$ cat src/rtl/rr_decode_arbiter_if.sv
// rr_decode_arbiter_if: request/grant bundle between requesters and the round-robin arbiter
interface rr_decode_arbiter_if;
  logic [7:0] req;
  logic       done;
  logic [7:0] grant;
  logic [2:0] grant_idx;
  logic       busy;
  logic       timeout;
  modport master(output req, done, input grant, grant_idx, busy, timeout);
  modport slave(input req, done, output grant, grant_idx, busy, timeout);
endinterface

$ cat src/rtl/rr_decode_arbiter.sv
// rr_decode_arbiter: 8-way round-robin arbiter with decoded one-hot grant and hold-time watchdog
module rr_decode_arbiter #(
  parameter int MAX_HOLD = 16,
  parameter int HOLD_W   = 8
) (
  input logic               clk,
  input logic               rst,
  rr_decode_arbiter_if.slave bus
);
  typedef enum logic {IDLE, GRANT} state_t;
  localparam logic [HOLD_W-1:0] hold_lim = HOLD_W'(MAX_HOLD == 0 ? 0 : MAX_HOLD - 1);
  state_t            state;
  logic [2:0]        ptr;
  logic [2:0]        sel;
  logic [HOLD_W-1:0] cnt;
  logic              rel_norm;
  logic              wd;
  // Scan from the far end so the index closest to ptr is written last and wins.
  always_comb begin
    sel = ptr;
    for (int i = 7; i >= 0; i--)
      if (bus.req[ptr + 3'(i)]) sel = ptr + 3'(i);
  end
  assign rel_norm = bus.done || !bus.req[bus.grant_idx];
  assign wd       = (MAX_HOLD != 0) && (cnt == hold_lim);
  always_ff @(posedge clk) begin
    if (rst) begin
      state         <= IDLE;
      bus.grant     <= 8'h00;
      bus.grant_idx <= 3'd0;
      bus.busy      <= 1'b0;
      bus.timeout   <= 1'b0;
      ptr           <= 3'd0;
      cnt           <= '0;
    end else begin
      bus.timeout <= 1'b0;
      if (state == IDLE) begin
        if (bus.req != 8'h00) begin
          bus.grant_idx <= sel;
          bus.grant     <= 8'h01 << sel;
          bus.busy      <= 1'b1;
          cnt           <= '0;
          state         <= GRANT;
        end
      end else begin
        cnt <= cnt + HOLD_W'(cnt != '1);
        if (rel_norm || wd) begin
          bus.grant   <= 8'h00;
          bus.busy    <= 1'b0;
          bus.timeout <= wd && !rel_norm;
          ptr         <= bus.grant_idx + 3'd1;
          state       <= IDLE;
        end
      end
    end
  end
endmodule

$ cat src/flat_wrapper.sv
// flat-port wrapper written by rule: the top's interface ports become plain ports
module rr_decode_arbiter_flat 
#(
  parameter int MAX_HOLD = 16,
  parameter int HOLD_W   = 8
)
  (clk, rst, bus_req, bus_done, bus_grant, bus_grant_idx, bus_busy, bus_timeout);
  rr_decode_arbiter_if bus_i ();
  input logic clk;
  input logic rst;
  input wire logic [$bits(bus_i.req)-1:0] bus_req;
  input wire logic [$bits(bus_i.done)-1:0] bus_done;
  output wire logic [$bits(bus_i.grant)-1:0] bus_grant;
  output wire logic [$bits(bus_i.grant_idx)-1:0] bus_grant_idx;
  output wire logic [$bits(bus_i.busy)-1:0] bus_busy;
  output wire logic [$bits(bus_i.timeout)-1:0] bus_timeout;
  assign bus_i.req = bus_req;
  assign bus_i.done = bus_done;
  assign bus_grant = bus_i.grant;
  assign bus_grant_idx = bus_i.grant_idx;
  assign bus_busy = bus_i.busy;
  assign bus_timeout = bus_i.timeout;
  rr_decode_arbiter #(.MAX_HOLD(MAX_HOLD), .HOLD_W(HOLD_W)) u_core (.clk(clk), .rst(rst), .bus(bus_i));
endmodule
$ cat config.mk
export PLATFORM = sky130hd
export DESIGN_NAME = rr_decode_arbiter_flat
export DESIGN_NICKNAME = d
export VERILOG_FILES = /design/src/rtl/rr_decode_arbiter_if.sv /design/src/rtl/rr_decode_arbiter.sv /design/src/flat_wrapper.sv
export SDC_FILE = /design/constraint.sdc
export NUM_CORES = 1
export LEC_CHECK = 0
export BUFFER_PORTS_ARGS = -buffer_cell sky130_fd_sc_hd__buf_2
export CAP_MARGIN = 5
export CORE_MARGIN = 4
export CORE_UTILIZATION = 62
export DETAILED_ROUTE_END_ITERATION = 8
export MAX_ROUTING_LAYER = met4
export PLACE_DENSITY = 0.84
export SLEW_MARGIN = 10
export SYNTH_ARGS = -nofsm -noshare
export SYNTH_HDL_FRONTEND = slang
export SYNTH_SLANG_ARGS = --single-unit
$ cat constraint.sdc
create_clock -name clk -period 6.3 [get_ports clk]
set_clock_uncertainty 0.1 [all_clocks]
set_input_delay 0.315 -clock clk [delete_from_list [all_inputs] [get_ports clk]]
set_output_delay 0.315 -clock clk [all_outputs]
set_load 0.02 [all_outputs]
==> impl_metrics.csv <==
group,metric,value,unit
outcome,outcome,"finished, final reports clean",
logic_synthesis,ys.warnings.count,0,
clocking,cts_setup_buffers,0,
power_and_ir_drop,p_clk_frac,0.114,
die,die_h,63.7,um
critical_path,r2r_cells,9,
power_and_ir_drop,pwr-share-comb,0.546,
die,io_pins,24,
detailed_routing,dr.pass1.iters,4,
die,initial_core_util,0.674,
placement,gp_congestion,0.942,
logic_synthesis,synth_edf_count,0,
critical_path,cp.required,6.44,ns
clocking,h-tree-depth,1,
critical_path,crit_slowest_cell,"dfxtp_1",
power_and_ir_drop,p_switching,274,uW
worst_hold_path,min_path_cells,2,
timing,tightest_slew,0.770,ns
critical_path,crit_top_cell,"and2_4",
detailed_routing,vias_per_cell,6.59,
final_layout,finalNetCount,251,
timing,rsz0062_at_grt,"no",
detailed_routing,dr_total_vias,1746,
power_and_ir_drop,p_leak,0.000795,uW
logic_synthesis,yosysMostFrequentCell,"nor2_1",
logic_synthesis,synth_ff_type,"dfxtp_1",
placement,dp_slack,2.41,ns
detailed_routing,routedWlPerCell,16.5,um
global_route,grt_pass1_wl,7700,um
clocking,cts_tree,"built",
worst_hold_path,worstHoldPathType,"input pin to flop",
clocking,hold_buffers,0,
critical_path,cp.depth,9,
timing,min_period_over_period,0.621,
power_and_ir_drop,p_sw_frac,0.434,
clocking,cts_made_buffers,3,
placement,post-dp-hpwl,3320,um
critical_path,path_cells,"inv_1, ha_1, mux4_2, and2_4, o31ai_2, nor4bb_1, o21ba_2, and2_4, a32o_1",
logic_synthesis,syn_nets,234,
timing,period_minus_slack,3.91,ns
power_and_ir_drop,p_int,357,uW
placement,place_area,2020,um^2
global_route,overflow,0,
critical_path,critical_path.max_stage_delay,0.84,ns
logic_synthesis,yosys-top-cells-count,"nor2_1, dfxtp_1, a21oi_1",
critical_path,worstSetupPathType,"flop to flop",
placement,port_buffers,23,
logic_synthesis,syn_inst,218,
timing,relSlewSlack,0.486,
critical_path,path_delay_family,"flip-flops",
timing,final_hold_viol_count,0,
timing,fmax,0.256,GHz
final_layout,antennaDiodeCount,0,
clocking,insertion_delay,0.32,ns
die,die_x,63.7,um
critical_path,path_buf_inv,1,
logic_synthesis,yosys-top-cells-area,"dfxtp_1, mux4_2, mux2i_1",
timing,holdWs,0.0853,ns
logic_synthesis,synth_area_per_cell,8.82,um^2
die,die_area,4060,um^2
logic_synthesis,ys_ff_latch,25,
logic_synthesis,yosysSeqAreaShare,0.260,
critical_path,critical_path_arrival,4.05,ns
power_and_ir_drop,power_density,309,nW/um^2
power_and_ir_drop,pwr-share-seq,0.340,
global_route,first_global_vias,1596,
final_layout,postLayoutCoreUtil,0.717,
logic_synthesis,synth_cell_types,51,
critical_path,startpoint_type,"flop",
timing,tns,0,ns
global_route,antenna_found_initial,0,
die,core,2850,um^2
clocking,clkSinkCount,25,
clocking,clk_pin_slew,0.14,ns
logic_synthesis,async_flop_share,0,
clocking,cts_resized,0,
final_layout,fin_area,2050,um^2
final_layout,fillers,235,
clocking,cts_max_path_buffers,2,
detailed_routing,drc,0,
timing,worst_slack,2.39,ns
critical_path,path_max_fanout,16,
die,rows,19,
global_route,gr-usage-all-layers,0.238,
logic_synthesis,netlist_area,1920,um^2
logic_synthesis,synth_top_area_frac,0.260,
global_route,grt_max_degree,19,
final_layout,area.growth.synth_to_final,6.38,%
critical_path,end_kind,"flop",
power_and_ir_drop,vdd_drop_max,162,uV
run,cap_violations,0,
logic_synthesis,yosysTopAreaCell,"dfxtp_1",
final_layout,drive_gt1_frac,0.239,
detailed_routing,routed_wl,4380,um
detailed_routing,ant_nets,0,
detailed_routing,drtIter0Drc,259,
clocking,cts_root_buf,"clkbuf_4",
timing,setup_viol,0,
timing,finalMaxSlewViolations,0,
==> placed cells by master, fill, tap and decap left out, types with 4 or more instances in the layout <==
master / count
nor2_1: 27
dfxtp_1: 25
buf_2: 23
a21oi_1: 14
nand3_1: 12
mux2i_1: 12
nand2_1: 12
mux2_2: 9
inv_1: 8
a32o_1: 8
mux4_2: 6
nand4_1: 6
nor3_1: 5
ha_1: 5
and4_1: 4
o21ai_0: 4
==> power by group through the flow <==
stage | combinational (uW) | clock, uW | sequential, uW
6_report | 345 | 72.2 | 214
5_1_grt | 375 | 81.1 | 221
4_1_cts | 340 | 75.1 | 214
3_5_place_dp | 339 | 0 | 218
3_3_place_gp | 333 | 0 | 217
2_1_floorplan | 273 | 0 | 216
==> stage by stage <==
step | instances | total power, uW
finish | 265 | 631
detailed placement | 261 | 557
CTS | 265 | 630
global route | 265 | 677
floorplan | 218 | 489
global placement | 261 | 551
==> worst paths after layout <==
kind / from / endpoint / slack, ns
max: u_core.ptr[0] / u_core.bus.grant[3] / 2.39
min: bus_done / u_core.bus.timeout / 0.09
max reg2reg: u_core.ptr[0] / u_core.bus.grant[3] / 2.39
min reg2reg: u_core.bus.grant[6] / u_core.bus.grant[6] / 0.38
==> registers in the layout (all words and copies together) (netlist names) <==
name and flops:
u_core.bus.busy 1, u_core.bus.grant 8, u_core.bus.grant_idx 3, u_core.bus.timeout 1, u_core.cnt 8, u_core.ptr 3
u_core.state 1
==> per-layer routing <==
metal  vias to the layer above  routed length, um  global-route usage  part of all wire
met5                         -                  0                   -                 0
met4                         0                 29              0.0404            0.0066
met3                         6                192              0.0497             0.044
met2                        44               2050               0.360              0.47
met1                       839               2100               0.332              0.48
li1                        857                  -                   -                 -
==> cell families after synthesis <==
group                      synth area share
and+or+nand+nor                       0.247
AOI/OAI and AO/OA                     0.183
muxes                                 0.206
DFF                                   0.260
buffers and inverters                0.0475
xor gates and xnor gates             0.0228
adders and majority gates            0.0325
==> layout make-up <==
| type | instances | area [um^2] | area share |
|---|---|---|---|
| timing repair buffer | 23 | 115 | 0.0563 |
| tap | 31 | 38.8 | 0.0190 |
| clock buffer | 3 | 22.5 | 0.0110 |
| inverter | 8 | 30.0 | 0.0147 |
| sequential | 25 | 500 | 0.245 |
| multi-input combinational | 174 | 1330 | 0.651 |
| clock inverter | 1 | 7.51 | 0.00367 |
==> worst register-to-register path, cell delays in order, from the launching register on <==
cell and delay [ns]:
dfxtp_1 0.84, inv_1 0.29, ha_1 0.62, mux4_2 0.62
and2_4 0.20, o31ai_2 0.24, nor4bb_1 0.27, o21ba_2 0.23
and2_4 0.17, a32o_1 0.24
Note: power is estimated with default switching activity, not from simulation.
